File: config.mk
export PLATFORM = sky130hd
export DESIGN_NAME = sata_phy_align_ctrl
export DESIGN_NICKNAME = d
export VERILOG_FILES = /design/src/rtl/sata_phy_align_ctrl.sv
export SDC_FILE = /design/constraint.sdc
export NUM_CORES = 1
export LEC_CHECK = 0
export ABC_AREA = 1
export CAP_MARGIN = 15
export CORE_MARGIN = 2
export CORE_UTILIZATION = 54
export DETAILED_ROUTE_END_ITERATION = 8
export DONT_BUFFER_PORTS = 1
export HOLD_SLACK_MARGIN = 0.08
export MAX_ROUTING_LAYER = met4
export PLACE_DENSITY = 0.66
export SLEW_MARGIN = 20
export SYNTH_ARGS = -nofsm -noshare
export SYNTH_HDL_FRONTEND = slang
export SYNTH_SLANG_ARGS = --single-unit
File: constraint.sdc
create_clock -name clk -period 1.7 [get_ports clk]
set_input_delay 0.34 -clock clk [delete_from_list [all_inputs] [get_ports clk]]
set_output_delay 0.34 -clock clk [all_outputs]
set_load 0.01 [all_outputs]
File: src/rtl/sata_phy_align_ctrl.sv
// ALIGN burst insertion on TX after linkup, ALIGN stripping and sync-loss detection on RX.
// Latency: TX mux is combinational (0 cycles); RX path is registered (1 cycle).
// Backpressure: link_tx_ready drops while an ALIGN burst is on the wire; the link layer holds its dword.
module sata_phy_align_ctrl #(
    parameter logic [31:0] ALIGN_PRIM     = 32'h7B4A4ABC,
    parameter int          ALIGN_BURST    = 2,
    parameter int          ALIGN_INTERVAL = 256,
    parameter int          LOSS_LIMIT     = 4
) (
    input  logic        clk,
    input  logic        rst,
    input  logic        linkup,
    input  logic [31:0] oob_tx_dout,
    input  logic        oob_tx_isk,
    input  logic [31:0] link_tx_dout,
    input  logic        link_tx_isk,
    output logic        link_tx_ready,
    output logic [31:0] tx_dout,
    output logic        tx_isk,
    input  logic [31:0] rx_din,
    input  logic [3:0]  rx_isk,
    input  logic        rx_byte_is_aligned,
    output logic [31:0] rx_dout,
    output logic [3:0]  rx_isk_out,
    output logic        rx_dout_valid,
    output logic        phy_ready,
    output logic        sync_lost,
    output logic [15:0] align_burst_count
);

    localparam int BCW = (ALIGN_BURST > 1) ? $clog2(ALIGN_BURST) : 1;
    localparam int ICW = (ALIGN_INTERVAL > 1) ? $clog2(ALIGN_INTERVAL) : 1;
    localparam int LCW = $clog2(LOSS_LIMIT + 1);

    typedef enum logic [1:0] {
        IDLE  = 2'd0,
        BURST = 2'd1,
        READY = 2'd2
    } state_t;

    state_t         state;
    logic [BCW-1:0] burst_cnt;
    logic [ICW-1:0] interval_cnt;
    logic [LCW-1:0] loss_cnt;

    logic burst_last;
    logic interval_last;
    logic loss_hit;

    assign burst_last    = (burst_cnt == BCW'(ALIGN_BURST - 1));
    assign interval_last = (interval_cnt == ICW'(ALIGN_INTERVAL - 1));
    // The LOSS_LIMIT-th consecutive unaligned cycle trips the loss
    assign loss_hit      = !rx_byte_is_aligned && (loss_cnt == LCW'(LOSS_LIMIT - 1));

    assign phy_ready     = (state == READY);
    assign link_tx_ready = (state == READY);

    // TX source select: OOB until linkup, ALIGN while not yet ready or in a burst, link data otherwise
    always_comb begin
        tx_dout = ALIGN_PRIM;
        tx_isk  = 1'b1;
        if (!linkup) begin
            tx_dout = oob_tx_dout;
            tx_isk  = oob_tx_isk;
        end else if (state == READY) begin
            tx_dout = link_tx_dout;
            tx_isk  = link_tx_isk;
        end
    end

    // Control FSM: linkup drop beats sync loss, sync loss beats the burst/interval transitions
    always_ff @(posedge clk) begin
        if (rst) begin
            state             <= IDLE;
            burst_cnt         <= '0;
            interval_cnt      <= '0;
            loss_cnt          <= '0;
            sync_lost         <= 1'b0;
            align_burst_count <= '0;
        end else begin
            sync_lost <= 1'b0;
            if (!linkup) begin
                state        <= IDLE;
                burst_cnt    <= '0;
                interval_cnt <= '0;
                loss_cnt     <= '0;
            end else if (state != IDLE && loss_hit) begin
                state        <= IDLE;
                burst_cnt    <= '0;
                interval_cnt <= '0;
                loss_cnt     <= '0;
                sync_lost    <= 1'b1;
            end else begin
                if (state != IDLE) begin
                    loss_cnt <= rx_byte_is_aligned ? '0 : loss_cnt + LCW'(1);
                end
                case (state)
                    IDLE: begin
                        if (rx_byte_is_aligned) begin
                            state     <= BURST;
                            burst_cnt <= '0;
                        end
                    end
                    BURST: begin
                        if (burst_last) begin
                            state             <= READY;
                            interval_cnt      <= '0;
                            align_burst_count <= align_burst_count + 16'd1;
                        end else begin
                            burst_cnt <= burst_cnt + BCW'(1);
                        end
                    end
                    READY: begin
                        if (interval_last) begin
                            state     <= BURST;
                            burst_cnt <= '0;
                        end else begin
                            interval_cnt <= interval_cnt + ICW'(1);
                        end
                    end
                    default: state <= IDLE;
                endcase
            end
        end
    end

    // RX register stage: data always passes, valid marks non-ALIGN dwords while ready and aligned
    always_ff @(posedge clk) begin
        if (rst) begin
            rx_dout       <= '0;
            rx_isk_out    <= '0;
            rx_dout_valid <= 1'b0;
        end else begin
            rx_dout       <= rx_din;
            rx_isk_out    <= rx_isk;
            rx_dout_valid <= phy_ready && rx_byte_is_aligned &&
                             !(rx_isk[0] && (rx_din == ALIGN_PRIM));
        end
    end

endmodule
==> results of run 1 <==
-- final cells by class --
type	count	area, um^2
clock buffers	9	124
clock inverters	7	81.3
inverters	79	297
repair buffers	25	269
fillers	510	2020
flip-flops and latches	68	1370
well taps	75	93.8
multi-input cells	326	1590
-- per-layer routing --
metal	wire length, um	part of all wire	track usage
met2	4060	0.44	0.403
met1	4020	0.44	0.361
met3	964	0.11	0.114
met5	0	0	-
met4	121	0.013	0.0627
-- logic make-up after synthesis --
logic type / share of synthesized area
xor+xnor: 0.00272
compound gates: 0.106
fa+ha+maj: 0.0156
buf+inv: 0.122
simple gates: 0.331
flops: 0.423
-- through the flow --
step                      total power, W  worst slack (ps)  setup TNS (ps)
after floorplan                  0.00189               196               0
after global placement           0.00192               177               0
after detailed placement         0.00192               106               0
after CTS                        0.00333             -56.1            -395
after global routing             0.00345             -36.1            -230
final                            0.00332              9.79               0
-- worst paths after layout --
check | from | end | slack [ps] | depth (start not counted)
worst min-delay path | rx_isk[0] | rx_isk_out[0]$_SDFF_PP0_ | 90 | 2
worst max-delay path | state[1]$_SDFFE_PP0P_ | tx_dout[28] | 10 | 4
worst max register to register | loss_cnt[0]$_SDFFE_PP0P_ | align_burst_count[14]$_SDFFE_PP0P_ | 180 | 10
worst min register to register | interval_cnt[4]$_SDFFE_PP0P_ | interval_cnt[4]$_SDFFE_PP0P_ | 450 | 2
-- critical path, stage by stage (launching register included) --
cell,delay (ps)
dfxtp_4,370
inv_2,60
nor2_4,250
clkbuf_16,220
a21oi_1,110
-- what timing repair did --
item	CTS	global route
endpoints found under the hold margin	39	2
resized for setup	28	20
setup endpoints to repair	34	36
gates cloned	2	0
setup buffers	1	1
hold buffers	8	2
pin swaps	1	1
-- power groups by stage --
stage	combinational (W)	clock, W	sequential [W]
after global routing	0.000292	0.00147	0.00169
after CTS	0.000239	0.00140	0.00169
final	0.000265	0.00137	0.00169
after global placement	0.000194	0	0.00173
after detailed placement	0.000199	0	0.00172
after floorplan	0.000174	0	0.00172
-- Yosys cell counts (all sizes together), types with 4 or more instances --
master    n  share of area
nand2    94           0.11
ha        4          0.016
nor2    114           0.14
inv      78          0.091
nand3    25          0.042
buf       9          0.017
nor3      5         0.0078
dfxtp    68           0.42
o21ai    26          0.040
nand4    16          0.031
a21oi    37          0.058
clkbuf   11          0.013
-- sequential cells by signal, summed over array words and instances (netlist names) --
| name | cells |
|---|---|
| rx_dout_valid | 1 |
| align_burst_count | 16 |
| interval_cnt | 8 |
| rx_dout | 32 |
| rx_isk_out | 4 |
| state | 2 |
| burst_cnt | 1 |
| loss_cnt | 3 |
| sync_lost | 1 |
==> qor.txt, run 1 <==
DRT Wirelength: 9170 um
Avg Cell Area, Syn: 6.54 um^2
ANT cells: 0
Final instance area: 0.00383 mm^2
Count of different cell masters after synthesis: 25
Unrepaired setup endpoints after global routing: true
Gate power share: 0.080
Vias in the first global route: 2854
Vias: 3170
Worst Path Max Fanout: 8
Post-Place Cell Area: 0.00332 mm^2
Max_cap viols: 0
Wire per inst: 15.6 um
Largest net degree at the start of global routing: 40
CP Launch Type: flip-flop
Data arrival, critical path: 1350 ps
Initial drt markers: 137
TritonCTS buffer count: 9
Number of core rows: 28
Clock Sinks: 68
Kind of critical path: reg -> out
Clk pin slew, worst setup/hold paths: 90 ps
Overall routing resource usage: 0.277
Maximum clock frequency: 592 MHz
VDD IR max: 0.882 mV
Chip width: 81.2 um
Commonest non-fill, non-tap cells in the layout: nor2_1, nand2_1, inv_1, dfxtp_1, a21oi_1
Core Region: 0.00585 mm^2
Outcome: finished, final reports clean
Layout Nets: 619
Worst Hold Class: in -> reg
Endpoints failing hold: 0
Pins Over Slew Limit: 0
Mapped Cells: 492
Layout cells sized above 1: 0.125
Top FF cell, synth: dfxtp_1
FF+latch count, synth: 68
Reg power frac: 0.507
DP HPWL: 6510 um
Post-Syn Area: 0.00322 mm^2
Most common cell after layout, fill and taps aside: nor2_1
First-pass GRT wire length: 13500 um
Power Internal: 0.00243 W
WP data required: 1360 ps
Post-synth EDFFs: 0
Number of port buffers: 0
CP Capture Type: output pin
ANT nets after route: 0
DRT Pass-1 Iters: 5
Non-Filler Instances: 589
Clock Power Share: 0.413
Setup Viol. Count Final: 0
Htree depth: 3
Final Critical Period: 1690 ps
Asr flop ratio synth: 0
Number of vias per cell: 5.38
Clock Tree Buf Depth: 2
Actual slew at the worst max-slew pin: 411 ps
Switch Pwr: 0.000893 W
Min Hold Slack: 94.3 ps
Setup Skew: 7.23 ps
Part of the cycle the worst path needs: 0.994
YS warnings: 0
DRC: 0
Count of boundary I/O pins: 195
Die H: 81.2 um
Syn-to-layout area delta: 19.0%
Worst-Skew Late Latency: 340 ps
CTS tree: yes
Static Leakage: 1.71 nW
Synth Net Count: 602
Initial core utilization: 0.550
Switching portion of total power: 0.268
Final core occ: 0.654
Root cell of the clock tree: clkbuf_8
Placed insts: 559
Sequential-to-total area share from yosys stat: 0.423
Gp weighted congestion: 0.920
Max-slew headroom: 0.723
Die ar.: 0.00659 mm^2
Final global-route overflow total: 0
Initial antenna violation count: 0
Pwr dens: 869 mW/mm^2
Power figures use the tool's default switching activity.
==> run 2, diff against run 1 <==
- CORE_MARGIN: 2 -> not set
- HOLD_SLACK_MARGIN: 0.08 -> not set
==> run 2 against run 1 <==
Clock skew is 4.2 ps higher. Worst hold slack worse by 28 ps. Count of clock-buffer cells in the layout stayed put. Register-to-register slack hardly changed. Routed wire length is 5.8% lower. Sequential cell count stayed put. Final cell count is 2.4% lower. Setup slack better by 2.2 ps. Clock power is 16% higher. Critical path type unchanged. Critical endpoint is now tx_dout[27]. Largest cell class unchanged.
==> qor.txt, run 2 (synthesis results as in run 1) <==
Most flops, register: rx_dout
Worst-Skew Late Latency: 340 ps (about the same)
Reg-to-Reg Start: interval_cnt[0]$_SDFFE_PP0P_
Die H: 79.2 um (-2.5%)
Number of port buffers: 0 (unchanged)
Clock Sinks: 68 (unchanged)
CP Capture Type: output pin
ANT cells: 0 (unchanged)
Most common cell after layout, fill and taps aside: nor2_1
Worst Path Max Fanout: 6 (-2)
Area of the multi-input gates: 0.00157 mm^2 (-1.2%)
WP data required: 1360 ps (about the same)
Overall routing resource usage: 0.281 (+0.00357)
Chip width: 79.2 um (-2.5%)
Worst Hold Class: in -> reg
Max reg flops: 32 (unchanged)
Buf+Inv Stages, Crit Path: 2 (unchanged)
ANT nets after route: 0 (unchanged)
Core Region: 0.00561 mm^2 (-4.1%)
Number of vias per cell: 5.32 (-1.2%)
Cts hold-fix bufs: 0 (-8)
Max_cap viols: 0 (unchanged)
Max-slew headroom: 0.789 (+0.0662)
Static Leakage: 1.68 nW (-1.6%)
Outcome: finished, final reports clean
Layout filler cell count: 550 (+7.8%)
Final Critical Period: 1690 ps (-2.23 ps)
R2r setup slk: 170 ps (about the same)
DRC: 0 (unchanged)
CP cell instances: inv_4 > nor2_4 > clkbuf_16 > a21oi_1
Part of the cycle the worst path needs: 0.993 (-0.00131)
CTS tree: yes
Final instance area: 0.00374 mm^2 (-2.3%)
Min Hold Slack: 66.7 ps (-27.7 ps)
Count of boundary I/O pins: 195 (unchanged)
WHS Path Cells: 1 (-1)
First-pass GRT wire length: 13300 um (-1.9%)
Initial core utilization: 0.573 (+0.0238)
Layout Nets: 609 (-1.6%)
Commonest non-fill, non-tap cells in the layout: nor2_1, nand2_1, inv_1, dfxtp_1, a21oi_1
Placed insts: 555 (-0.72%)
Gp weighted congestion: 0.964 (+4.7%)
Unrepaired setup endpoints after global routing: true
Non-Filler Instances: 575 (-2.4%)
DRT Pass-1 Iters: 5 (unchanged)
Endpoints failing hold: 0 (unchanged)
DP HPWL: 6240 um (-4.2%)
Initial antenna violation count: 0 (unchanged)
CP peak stage delay: 400 ps (+30 ps)
Maximum clock frequency: 592 MHz (+0.13%)
Pins Over Slew Limit: 0 (unchanged)
Post-Place Cell Area: 0.00332 mm^2 (about the same)
Wire per inst: 15.0 um (-3.5%)
Setup Viol. Count Final: 0 (unchanged)
VDD IR max: 0.689 mV (-22%)
Top Usage Layer GRT: met2
Largest net degree at the start of global routing: 41 (+2.5%)
Final core occ: 0.667 (+0.0127)
Die ar.: 0.00627 mm^2 (-4.9%)
Reg2reg end: interval_cnt[5]$_SDFFE_PP0P_
Reg area: 0.00137 mm^2 (-0.18%)
TritonCTS buffer count: 9 (unchanged)
Kind of critical path: reg -> out
CP Launch Type: flip-flop
Worst hold endpoint: rx_dout[7]$_SDFF_PP0_
Actual slew at the worst max-slew pin: 313 ps (-97.4 ps)
Setup Skew: 11.4 ps (+4.16 ps)
Htree depth: 3 (unchanged)
Slowest-stage cell, CP: dfxtp_4
Number of core rows: 27 (-3.6%)
CP top delay family: flip-flops
Clock Tree Buf Depth: 2 (unchanged)
DRT Wirelength: 8630 um (-5.8%)
Biggest regs: rx_dout (32), align_burst_count (16), interval_cnt (8)
Syn-to-layout area delta: 16.3%
Root cell of the clock tree: clkbuf_8
Pwr dens: 935 mW/mm^2 (+7.6%)
Clk pin slew, worst setup/hold paths: 80 ps (about the same)
Vias in the first global route: 2841 (-0.46%)
Met1 GRT Util: 0.345 (-0.0160)
Vias: 3057 (-3.6%)
R2R depth: 9 (-1)
Final global-route overflow total: 0 (unchanged)
Beginning of the worst hold path: rst
Data arrival, critical path: 1350 ps (about the same)
Grt met3 use: 0.0862 (-0.0282)
GR Util met2: 0.440 (+0.0363)
Layout cells sized above 1: 0.135 (+0.0107)
Initial drt markers: 146 (+6.6%)
[run 2: cell types whose count changed in the layout (fill, tap and decap cells not counted), moves of 4 or more]
cell and change:
inv_6 -4, o21ai_4 -5, dlygate4sd3_1 -9, o21ai_2 +12
o21ai_0 -5
[run 2: worst register-to-register path, stage by stage, from the launching register on]
cell and delay [ps]:
dfxtp_1 390, ha_1 190, nand2_1 50, inv_1 80, nand2_1 70, nand2_1 110
nand3_2 110, buf_4 180, o21ai_0 180, nor2_1 70
[run 2: area by class of cell]
cell class                      count  share of cell area
Sequential cell                    68               0.365
Tap cell                           72              0.0241
Clock buffer                        9              0.0331
Timing Repair Buffer               15              0.0458
Clock inverter                      6              0.0305
Multi-Input combinational cell    326               0.421
Inverter                           79              0.0800
[run 2: worst max-delay path by stage]
stage,cells after the start,start,slack (ps),endpoint
2_1_floorplan,5,linkup,200,tx_dout[11]
3_3_place_gp,3,state[0]$_SDFFE_PP0P_,160,tx_dout[20]
3_5_place_dp,3,state[0]$_SDFFE_PP0P_,120,tx_dout[20]
4_1_cts,4,state[1]$_SDFFE_PP0P_,-30,tx_dout[2]
5_1_grt,4,state[1]$_SDFFE_PP0P_,-60,tx_dout[28]
6_report,4,state[1]$_SDFFE_PP0P_,10,tx_dout[27]
[run 2: per-stage QoR]
stage               total power (W)  setup slack [ps]  setup TNS, ps
global placement            0.00192               163              0
CTS                         0.00350             -34.2           -502
finish                      0.00349              12.0              0
detailed placement          0.00192               120              0
global route                0.00363             -57.1           -520
floorplan                   0.00189               196              0
[run 2: per-layer routing]
metal	part of all wire	vias up
li1	-	1539
met1	0.44	1395
met2	0.48	114
met3	0.069	9
met4	0.012	0
met5	0	-
[run 2: power breakdown]
group / internal, W / switching, W
Combinational: 0.0000753 / 0.000144
Sequential: 0.00164 / 0.0000482
Clock: 0.000968 / 0.000619
Total: 0.00268 / 0.000811
[run 2: timing repair]
item                                    in CTS  in global routing
cloned                                       2                  1
endpoints found under the setup margin      34                 33
buffers inserted                             1                  1
resized for setup                           30                 22
pin swaps                                    1                  1
